[config.mk]
export PLATFORM = sky130hd
export DESIGN_NAME = uart_tx_fifo
export DESIGN_NICKNAME = d
export VERILOG_FILES = /design/src/rtl/uart_tx_fifo.sv
export SDC_FILE = /design/constraint.sdc
export NUM_CORES = 1
export LEC_CHECK = 0
export CORE_MARGIN = 3
export CORE_UTILIZATION = 45
export DETAILED_ROUTE_END_ITERATION = 8
export PLACE_DENSITY = 0.6
export REMOVE_ABC_BUFFERS = 1
export SLEW_MARGIN = 0
export SYNTH_ARGS = -nofsm -noshare
export SYNTH_HDL_FRONTEND = slang
export SYNTH_SLANG_ARGS = --single-unit
[constraint.sdc]
create_clock -name clk -period 6.49 [get_ports clk]
set_input_delay 0.9735 -clock clk [delete_from_list [all_inputs] [get_ports clk]]
set_output_delay 0.9735 -clock clk [all_outputs]
set_load 0.05 [all_outputs]
[src/rtl/uart_tx_fifo.sv]
// uart_tx_fifo: circular byte FIFO in front of uart_tx. Bytes are issued one
// at a time with a one-cycle din_rdy pulse; the next issue waits for tx_done.
module uart_tx_fifo #(
   parameter int ADDR_W = 4
) (
   input  logic              clk,
   input  logic              reset,
   input  logic              wr_en,
   input  logic [7:0]        wr_data,
   input  logic              clr_ovf,
   input  logic              tx_done,
   output logic              din_rdy,
   output logic [7:0]        din_byte,
   output logic              full,
   output logic              empty,
   output logic [ADDR_W:0]   count,
   output logic              overflow,
   output logic              busy
);

   localparam int                DEPTH   = 1 << ADDR_W;
   localparam logic [ADDR_W:0]   DEPTH_C = (ADDR_W + 1)'(DEPTH);

   typedef enum logic [1:0] {
      ST_IDLE,
      ST_BUSY,
      ST_GAP
   } state_e;

   state_e              state_q, state_d;
   logic [7:0]          mem_q [DEPTH];
   logic [ADDR_W-1:0]   wr_ptr_q, wr_ptr_d;
   logic [ADDR_W-1:0]   rd_ptr_q, rd_ptr_d;
   logic [ADDR_W:0]     count_q, count_d;
   logic                din_rdy_q, din_rdy_d;
   logic [7:0]          din_byte_q, din_byte_d;
   logic                overflow_q, overflow_d;
   logic                pop, push, drop;

   assign full  = (count_q == DEPTH_C);
   assign empty = (count_q == '0);

   // A pop frees a slot on the same edge, so a push at full is legal then.
   assign pop  = (state_q == ST_IDLE) && !empty;
   assign push = wr_en && (!full || pop);
   assign drop = wr_en && !push;

   // NOTE: every output of a combinational block gets a default first, so no path leaves it unassigned and infers a latch.
   always_comb begin
      state_d    = state_q;
      din_rdy_d  = 1'b0;
      din_byte_d = din_byte_q;
      rd_ptr_d   = rd_ptr_q;
      case (state_q)
         ST_IDLE: begin
            if (pop) begin
               din_byte_d = mem_q[rd_ptr_q];
               rd_ptr_d   = rd_ptr_q + 1'b1;
               din_rdy_d  = 1'b1;
               state_d    = ST_BUSY;
            end
         end
         ST_BUSY: begin
            if (tx_done) state_d = ST_GAP;
         end
         ST_GAP:  state_d = ST_IDLE;
         default: state_d = ST_IDLE;
      endcase
   end

   always_comb begin
      wr_ptr_d = push ? wr_ptr_q + 1'b1 : wr_ptr_q;
      count_d  = count_q;
      if (push && !pop)      count_d = count_q + 1'b1;
      else if (pop && !push) count_d = count_q - 1'b1;
      overflow_d = overflow_q;
      if (drop)         overflow_d = 1'b1;
      else if (clr_ovf) overflow_d = 1'b0;
   end

   // NOTE: sequential state uses non-blocking assignments so every register samples pre-edge values.
   always_ff @(posedge clk) begin
      if (!reset) begin
         state_q    <= ST_IDLE;
         wr_ptr_q   <= '0;
         rd_ptr_q   <= '0;
         count_q    <= '0;
         din_rdy_q  <= 1'b0;
         din_byte_q <= 8'h00;
         overflow_q <= 1'b0;
      end else begin
         state_q    <= state_d;
         wr_ptr_q   <= wr_ptr_d;
         rd_ptr_q   <= rd_ptr_d;
         count_q    <= count_d;
         din_rdy_q  <= din_rdy_d;
         din_byte_q <= din_byte_d;
         overflow_q <= overflow_d;
      end
   end

   // NOTE: storage is deliberately not reset; count gates every read, so stale entries are never observed.
   always_ff @(posedge clk) begin
      if (push) mem_q[wr_ptr_q] <= wr_data;
   end

   assign din_rdy  = din_rdy_q;
   assign din_byte = din_byte_q;
   assign count    = count_q;
   assign overflow = overflow_q;
   assign busy     = (state_q != ST_IDLE) | ~empty;

endmodule

=== Word level (Yosys, flattened, before mapping) ===
Memories as Yosys holds them, arrays and structs flattened. A register that Yosys moved wholly into a read port is not among the register bits.
Cells that the tools add are included.

* Add/subtract/negate cells: 4
* Eq/ne operators: 4
* Multiplexer cells: 10
* Bitwise logic cells: 2
* Reduce and logical (&&, ||, !) cells: 19

{| class="wikitable"
|+ Operator list
! kind !! count
|-
| $mux 5 || 2
|-
| $add 4x1->4 const B || 2
|-
| $reduce_and 2->1 || 3
|-
| $reduce_bool 2->1 || 3
|-
| $add 5x1->5 const B || 1
|-
| $eq 5x5->1 const B || 1
|-
| $logic_and 1x1->1 || 5
|-
| $logic_not 1->1 || 5
|-
| $logic_not 5->1 || 1
|-
| $mux 1 || 5
|-
| $sub 5x1->5 const B || 1
|-
| $mux 2 || 2
|-
| $ne 2x2->1 const B || 2
|-
| $pmux 2 s2 || 1
|-
| $eq 2x1->1 const B || 1
|-
| $logic_not 2->1 || 1
|-
| $logic_or 1x1->1 || 1
|-
| $not 1->1 || 1
|-
| $or 1x1->1 || 1
|}

* Register bits: 17
* RAM bits: 128
* Input bits: 13
* Output and inout port bits: 18
* Logic and storage cells: 46
* Memories kept: 1

{| class="wikitable"
|+ Memories
! name !! words !! width !! rd ports !! clocked after Yosys merged registers in !! write ports !! RTL line !! RTL
|-
| mem_q || 16 || 8 || 1 || 1 || 1 || 31 || <nowiki>logic [7:0] mem_q [DEPTH];</nowiki>
|}

=== Logic depth before layout (Yosys ltp) ===
Gate-level depths: netlist (run 1).

* Word-level depth: 9
* Mapped depth: 13
* Depth with buffers taken out: 11

=== Least setup slack after synthesis (run 1) ===
Ideal clock, no wire load.

* Path kind: reg-to-reg
* From: register count_q[0], in the netlist count[0]
* To: register count_q[4], in the netlist count[4]
* Library setup time: 72 ps
* Arrival time: 2765 ps
* Required time: 6418 ps
* Setup slack: 3653 ps
* Stages on the path, launching flop included: 13
* Buffers on the path: 2
* Clock period less this slack: 2837 ps
* Cells stage by stage: dfxtp_1 > nor4_4 > a21oi_2 > buf_2 > buf_6 > inv_1 > ha_1 > inv_1 > ha_1 > a21o_1 > a21oi_1 > mux2i_1 > mux2i_1

* Cells in the longest elaborated chain, start to end: 8
* Elaborated cells between the ends (all ways): 16
* Classes of those cells: add/sub (2); eq/ne (1); mux (2); reduce/logical (11)

{| class="wikitable"
|+ RTL lines
! item !! RTL line !! RTL
|-
| start, declared || 34 || <nowiki>logic [ADDR_W:0] count_q, count_d;</nowiki>
|-
| start signal, assigned || 95 || <nowiki>count_q <= count_d;</nowiki>
|-
| branches (longest 8 deep; another with $sub 5x1->5) || n/a ||
|}

Several ways; the timed one is not identified. The select of a mux whose other input is x is not followed.
A chain may end at the register's enable or synchronous reset.

=== Final worst setup path (run 1) ===
* From: register count_q[0], in the netlist count[0]
* To: output port empty

* Cells in the longest elaborated chain, start to end: 1

{| class="wikitable"
|+ RTL lines
! item !! RTL line !! RTL
|-
| $logic_not 5->1 || 41 || <nowiki>assign empty = (count_q == '0);</nowiki>
|-
| end, declared || 15 || <nowiki>output logic empty,</nowiki>
|}

No other way between the ends.

==> results of run 1 <==
## layout make-up
class	count	area (µm²)
well taps	176	220
multi-input cells	223	1680
repair buffers	31	308
inverters	11	41.3
clock buffers	23	488
fillers	1110	6140
flip-flops and latches	153	4350
clock inverters	9	120
## report_power, final
part	switching, µW	total [µW]	internal, µW
Combinational	436	683	248
Sequential	61.8	1190	1130
Clock	361	1000	641
Total	858	2880	2020
## cell families after synthesis
group / share of synthesized area, %
fa+ha+maj: 2.35
compound gates: 5.85
buf+inv: 2.51
mux: 10.9
xor+xnor: 1.28
simple gates: 6.83
flops: 70.3
## how the worst max path moves through the flow
stage | start | to | slack (ns) | cells after the start
after global routing | count[0] | empty | 3.12 | 4
after detailed placement | wr_en | mem_q[2][7] | 3.05 | 5
after CTS | count[0] | empty | 3.20 | 4
after floorplan | rd_ptr_q[2] | din_byte[0] | 3.24 | 4
final | count[0] | empty | 3.23 | 4
after global placement | wr_en | count[4] | 3.15 | 10
## routing by layer
layer,vias up,share of wire [%]
met4,0,0.61
met1,1684,47
met5,-,0
met3,7,3.9
met2,57,48
li1,1607,-
## metrics by stage
step           cells  total power, µW  hold slack, ns
2_1_floorplan    387             1680           0.431
3_3_place_gp     594             1890           0.444
3_5_place_dp     594             1900           0.458
4_1_cts          626             2910           0.467
5_1_grt          626             3020           0.513
6_report         626             2880           0.463
## state kept, by name, indices dropped and copies added (netlist names)
register and flops:
rd_ptr_q 4, wr_ptr_q 4, din_byte 8, din_rdy 1, mem_q 128, count 5, overflow 1, state_q 2
## Yosys cell counts (all sizes together)
master	count
o21ai	12
or3	1
fa	1
a21o	1
inv	11
a31oi	1
nand3b	3
nand2	16
or2	1
nor4	9
nand4	2
mux2i	67
nor2b	4
edfxtp	128
nand2b	4
a32oi	1
nor3	4
clkbuf	5
or3b	1
nand3	2
xor2	3
and2	11
o22ai	32
a21oi	12
ha	10
dfxtp	25
nor2	19
xnor2	6
buf	15
## critical path: cells and delay by family (launching register included)
| kind | cells | cell delay (ns) |
|---|---|---|
| buffers and inverters | 2 | 0.89 |
| flip-flops | 1 | 0.38 |
| AND/OR/NAND/NOR | 2 | 0.59 |
==> impl_metrics.ini, run 1 <==
[worst_hold_path]
min_to = state_q[1]
hold_depth = 2
hp-class = flop to flop
holdCritStartpoint = state_q[0]

[setup_path]
reg2reg_slack_ns = 3.56
timing_worst_setup_path_type = flop to output port
worstReg2RegStart = state_q[0]
worst_setup_path_end_kind = output port
rr_endpoint = count[4]
worstRegToRegCells = 10
critPathRequiredTime_ns = 5.52
slowest_stage = clkdlybuf4s50_1
crit_path_cell_trace = nor4_4, nand2_1, inv_1, clkdlybuf4s50_1
cp.arrival_ns = 2.28
worstSetupStartpointType = flop
cpPeakStageDelay_ns = 0.80
crit_fanout = 5

[global_route]
met3_usage_pct = 4.57
busiest_layer = met2
track_usage_pct = 18.5
grt_start_max_net_pins = 67
use_met2_pct = 28.7
gr-usage-met1_pct = 25.3
first_global_vias = 3457
antenna_found_initial = 0
grt_pass1_wl_um = 19900
grt_remaining_overflow = 0

[logic_synthesis]
ys_ff_latch = 153
synth_cell_types = 35
netlist_area_um2 = 6180
synthCells = 407
yosysWarnings = 0
postSynthAreaPerCell_um2 = 15.2
ys_seq_area_share_pct = 70.3
yosys.area.top_type = edfxtp_1
synth_top_area_share_pct = 62.2
synthTopCellsByArea = edfxtp_1 62%, mux2i_1 11%, dfxtp_1 8.1%

[final_layout]
antennaDiodeCount = 0
drive_above_1_share_pct = 8.22
stdcell_area_um2 = 7200
fin_nets = 461
final_core_util_pct = 54.0
layout_commonest_cell = edfxtp_1
syn2layout_area_growth_pct = 16.6
layout_common_cells = 128 x edfxtp_1, 67 x mux2i_1, 32 x o22ai_1

[clock_network]
ctsHoldBuffers = 0
postCtsSetupBuffers = 0
cts-root-buf = clkbuf_16
cts.clk_slew.worst_paths_ns = 0.06
htreeDepth = 4
insertion_delay_ns = 0.42
cts_max_path_buffers = 2
cts_tree = yes
cts_buffers = 17
cts_resized = 0
clock_sinks = 153

[timing]
worst_slew_pin_slew_ns = 1.18
fin_crit_ns = 3.26
fin_crit_sh_pct = 50.2
slew_headroom_pct = 20.4
clock_skew_ns = 0.00997
fin_setup_tns_ns = 0
fmax_mhz = 307
worst_slack_ns = 3.23
hold_viol_final = 0
rsz0062_at_grt = false
drv_slew = 0
setup_viol = 0

[power]
ir_drop_uv = 220
powerDensity_nw_per_um2 = 400
leakage_uw = 0.00231

[routing]
vias = 3355
drc = 0
dr.pass1.iters = 4
drt_iter0_drc = 276
ant_nets = 0
wire_per_inst_um = 20.3
drt_wl_total_um = 12700
vias_per_cell = 5.36

[floorplanning]
std_cell_rows = 42
initial_utilization_pct = 46.3
die_x_um = 123
dieArea_um2 = 15200
die_y_um = 123
fp.coreArea_um2 = 13300
ios = 31

[status]
outcome = finished, final reports clean

[flow_run]
drv_cap = 0

[place]
dp_hpwl_um = 8140
placed_area_um2 = 6600
numPortBuffers = 30
dpl_worst_slack_ns = 3.05
place_congestion = 0.782
No activity file was read; power rests on OpenSTA's default activity.
==> inputs of run 2 (changes only) <==
==> constraint.sdc (replaced) <==
create_clock -name clk -period 3.4 [get_ports clk]
set_input_delay 0.51 -clock clk [delete_from_list [all_inputs] [get_ports clk]]
set_output_delay 0.51 -clock clk [all_outputs]
set_load 0.05 [all_outputs]
==> run 2 against run 1 <==
  * Non-clock buffer count is 9 higher
  * Die area stayed put
  * Register-to-register slack worse by 3.1 ns
  * Global-route usage is 0.25 points lower
  * Largest cell class unchanged
  * Largest power group unchanged
  * Highest routed layer unchanged
==> impl_metrics.ini, run 2 (synthesis gave the netlist of run 1 again) <==
[timing]
hold_viol_final = 0
drv_slew = 0
fin_crit_sh_pct = 86.8
slew_headroom_pct = 38.8
fin_setup_tns_ns = 0
fmax_mhz = 339
setup_viol = 0
clock_skew_ns = 0.0112
fin_crit_ns = 2.95
rsz0062_at_grt = false
worst_slew_pin_slew_ns = 0.918

[setup_path]
crit_start = count[0]
crit_path_cell_trace = nor4_4, a21oi_2, inv_1, ha_1, inv_1, ha_1, a21o_1, a21oi_1, mux2i_1, mux2i_1
worstSetupStartpointType = flop
cp.arrival_ns = 3.30
path_delay_family = compound AO/OA/AOI/OAI gates
worstReg2RegStart = count[0]
timing_worst_setup_path_type = flop to flop
slowest_stage = a21oi_2
cp_num_buf_inv = 2
critPathRequiredTime_ns = 3.75
crit_fanout = 22
cpPeakStageDelay_ns = 0.72
worst_setup_path_end_kind = flop

[clock_network]
postCtsSetupBuffers = 0
cts_tree = yes
cts_max_path_buffers = 2
ctsHoldBuffers = 0
cts.clk_slew.worst_paths_ns = 0.06
cts-root-buf = clkbuf_16
cts_buffers = 17
clock_sinks = 153
htreeDepth = 4
insertion_delay_ns = 0.42
cts_resized = 0

[routing]
vias = 3429
dr.pass1.iters = 5
drt_wl_total_um = 12800
vias_per_cell = 5.40
wire_per_inst_um = 20.1
ant_nets = 0
drt_iter0_drc = 266
drc = 0

[floorplanning]
fp.coreArea_um2 = 13300
dieArea_um2 = 15200
initial_utilization_pct = 46.3
std_cell_rows = 42
ios = 31
die_x_um = 123
die_y_um = 123

[power]
ir_drop_uv = 383
total_power_uw = 5680
seq_power_share_pct = 40.4
p_switching_uw = 1670
combinationalPowerShare_pct = 23.1
internal-power_uw = 4000
leakage_uw = 0.00237
clkPwrFrac_pct = 36.5
power.share.switching_pct = 29.5
powerDensity_nw_per_um2 = 774

[final_layout]
final_core_util_pct = 54.9
nFillCells = 1098
regArea_um2 = 4350
fin_nets = 470
antennaDiodeCount = 0
layout_common_cells = 128 x edfxtp_1, 67 x mux2i_1, 32 x o22ai_1
drive_above_1_share_pct = 9.80
multi_input_area_um2 = 1680
layout_commonest_cell = edfxtp_1
largest_reg_flops = 128
syn2layout_area_growth_pct = 18.7
top_register = mem_q

[global_route]
first_global_vias = 3314
grt_start_max_net_pins = 29
track_usage_pct = 18.3
antenna_found_initial = 0
grt_pass1_wl_um = 19700
grt_remaining_overflow = 0

[worst_hold_path]
holdCritStartpoint = state_q[0]
hp-class = flop to flop

[place]
place_congestion = 0.782
numPortBuffers = 30
dp_hpwl_um = 8350

[status]
outcome = finished, final reports clean

[flow_run]
drv_cap = 0
## run 2: cell count changes in the layout (fill, tap and decap cells not counted)
cell,before,now
buf_12,0,1
buf_4,1,9
bufinv_16,3,6
clkbuf_1,2,0
clkbuf_8,4,0
clkinv_1,0,3
clkinv_2,6,3
clkinv_4,0,1
clkinvlp_4,0,2
## run 2: cell type report
type                       count  share of cell area [%]
multi-input combinational    223                    22.9
inverter                      11                   0.563
clock buffer                  17                    5.80
timing repair buffer          40                    5.29
clock inverter                15                    3.14
sequential                   153                    59.3
tap                          176                    3.00
## run 2: metrics by stage
step / worst slack [ns] / instances / cell area, µm² / hold slack (ns)
after global placement: 0.515 / 603 / 6680 / 0.441
final: 0.449 / 635 / 7330 / 0.454
after CTS: 0.430 / 635 / 7330 / 0.457
after global routing: 0.214 / 635 / 7330 / 0.464
after detailed placement: 0.450 / 603 / 6680 / 0.447
after floorplan: 0.153 / 387 / 6060 / 0.431
## run 2: final timing paths
| check | slack, ns | to | cells after the start |
|---|---|---|---|
| hold / removal | 0.45 | state_q[1] | 2 |
| hold reg to reg | 0.45 | state_q[1] | 2 |
| setup reg to reg | 0.45 | count[4] | 10 |
| setup / recovery | 0.45 | count[4] | 10 |
## run 2: tightest hold or removal path: stages, from the launching register on
cell     delay, ns
dfxtp_1       0.31
nand2_1       0.06
nor2_1        0.04
## run 2: layer usage
layer	up-vias	share of wire (%)	track usage [%]
met5	-	0	0
met4	0	1.4	7.06
met3	12	3.9	3.75
met2	76	48	27.9
met1	1717	47	25.9
li1	1624	-	-
## run 2: power by group through the flow
stage                     registers [µW]  clock network [µW]  logic [µW]
after detailed placement            2330                   0        1320
after floorplan                     2550                   0         655
after CTS                           2290                2090        1320
final                               2290                2070        1310
after global routing                2310                2180        1420
after global placement              2320                   0        1300
==> inputs of run 3 (changes only) <==
--- a/config.mk
+++ b/config.mk
@@ -5,7 +5,6 @@
 export SDC_FILE = /design/constraint.sdc
 export NUM_CORES = 1
 export LEC_CHECK = 0
-export CORE_MARGIN = 3
 export CORE_UTILIZATION = 45
 export DETAILED_ROUTE_END_ITERATION = 8
 export PLACE_DENSITY = 0.6
==> run 3 against run 2 <==
  * Count of clock-buffer cells in the layout is 1 higher
  * Setup slack worse by 0.057 ns
  * Hold slack better by 0.0090 ns
  * Cell area is 1.1% lower
  * Final cell count is 0.63% higher
  * Combinational power hardly changed
  * Maximum frequency is 1.9% lower
  * Sequential share of layout area is 0.63 points higher
  * Power is 5.1% lower
==> impl_metrics.ini, run 3 (synthesis gave the netlist of run 1 again) <==
[status]
outcome = finished, final reports clean

[worst_hold_path]
hold_depth = 2
holdCritStartpoint = state_q[0]
min_to = state_q[1]
hp-class = flop to flop

[setup_path]
cp.arrival_ns = 3.36
path_delay_family = compound AO/OA/AOI/OAI gates
timing_worst_setup_path_type = flop to flop
worstRegToRegCells = 10
critPathRequiredTime_ns = 3.75
worstSetupStartpointType = flop
cp_num_buf_inv = 2
cpPeakStageDelay_ns = 0.71
slowest_stage = a21oi_2
worstReg2RegStart = state_q[1]
crit_fanout = 22
reg2reg_slack_ns = 0.39
crit_path_cell_trace = or2_1, a21oi_2, inv_1, ha_1, inv_1, ha_1, a21o_1, a21oi_1, mux2i_1, mux2i_1
worst_setup_path_end_kind = flop
rr_endpoint = count[4]

[global_route]
antenna_found_initial = 0
track_usage_pct = 19.2
grt_start_max_net_pins = 28
grt_pass1_wl_um = 19500
grt_remaining_overflow = 0
first_global_vias = 3402

[floorplanning]
std_cell_rows = 42
fp.coreArea_um2 = 13300
initial_utilization_pct = 46.5
die_y_um = 119
ios = 31
die_x_um = 119
dieArea_um2 = 14200

[timing]
clock_skew_ns = 0.00836
fin_crit_ns = 3.01
fin_crit_sh_pct = 88.5
fin_setup_tns_ns = 0
slew_headroom_pct = 38.2
rsz0062_at_grt = false
worst_slew_pin_slew_ns = 0.927
drv_slew = 0
setup_viol = 0
hold_viol_final = 0
fmax_mhz = 332

[final_layout]
fin_nets = 474
regArea_um2 = 4350
top_register = mem_q
antennaDiodeCount = 0
largest_reg_flops = 128
multi_input_area_um2 = 1680
nFillCells = 1055
stdcell_area_um2 = 7250
drive_above_1_share_pct = 10.6
layout_common_cells = 128 x edfxtp_1, 67 x mux2i_1, 32 x o22ai_1
layout_commonest_cell = edfxtp_1
syn2layout_area_growth_pct = 17.4

[clock_network]
ctsHoldBuffers = 0
cts_tree = yes
postCtsSetupBuffers = 0
clock_sinks = 153
htreeDepth = 4
cts-root-buf = clkbuf_16
cts_max_path_buffers = 2
cts.clk_slew.worst_paths_ns = 0.06
insertion_delay_ns = 0.42
cts_buffers = 17
cts_resized = 0

[place]
place_congestion = 0.846
dp_hpwl_um = 8350
numPortBuffers = 30
placed_area_um2 = 6690

[routing]
wire_per_inst_um = 19.5
vias_per_cell = 5.28
ant_nets = 0
drc = 0
drt_wl_total_um = 12500
drt_iter0_drc = 224
vias = 3377
dr.pass1.iters = 4

[power]
ir_drop_uv = 412
powerDensity_nw_per_um2 = 743
leakage_uw = 0.00235

[flow_run]
drv_cap = 0
run 3: worst max-delay path by stage:
stage / startpoint / end / slack [ns] / cells after the start
floorplan: rd_ptr_q[2] / din_byte[0] / 0.15 / 4
global placement: wr_en / count[4] / 0.52 / 10
detailed placement: state_q[0] / count[4] / 0.39 / 10
CTS: state_q[0] / count[4] / 0.37 / 10
global route: state_q[0] / count[4] / 0.05 / 10
finish: state_q[1] / count[4] / 0.39 / 10
run 3: power breakdown:
part | leakage (µW) | internal [µW] | switching [µW]
registers | 0.00136 | 2160 | 123
clock network | 0.000278 | 1070 | 718
logic | 0.000711 | 479 | 841
run 3: final cells by class:
class	instances	area share [%]
repair buffers	44	5.59
multi-input cells	223	23.1
well taps	176	3.04
inverters	11	0.569
clock buffers	18	5.92
flip-flops and latches	153	59.9
clock inverters	14	1.81
run 3: layer usage:
metal | GRT usage, % | part of all wire [%] | vias up
li1 | - | - | 1631
met1 | 25.4 | 44 | 1657
met2 | 30.5 | 49 | 72
met3 | 4.69 | 5.5 | 17
met4 | 7.67 | 1.6 | 0
met5 | 0 | 0 | -
run 3: metrics by stage:
step / util, % / total power (µW) / setup slack (ns) / cells / hold WS [ns]
floorplan: - / 3210 / 0.153 / 387 / 0.431
global placement: 50.3 / 3620 / 0.519 / 607 / 0.441
detailed placement: 50.3 / 3650 / 0.386 / 607 / 0.462
CTS: 54.6 / 5440 / 0.369 / 639 / 0.471
global route: 54.6 / 5620 / 0.0474 / 639 / 0.508
finish: 54.6 / 5390 / 0.392 / 639 / 0.463
run 3: tightest hold or removal path, stage by stage, from the launching register on:
cell and delay, ns:
dfxtp_1 0.31, nand2_1 0.07, nor2_1 0.04
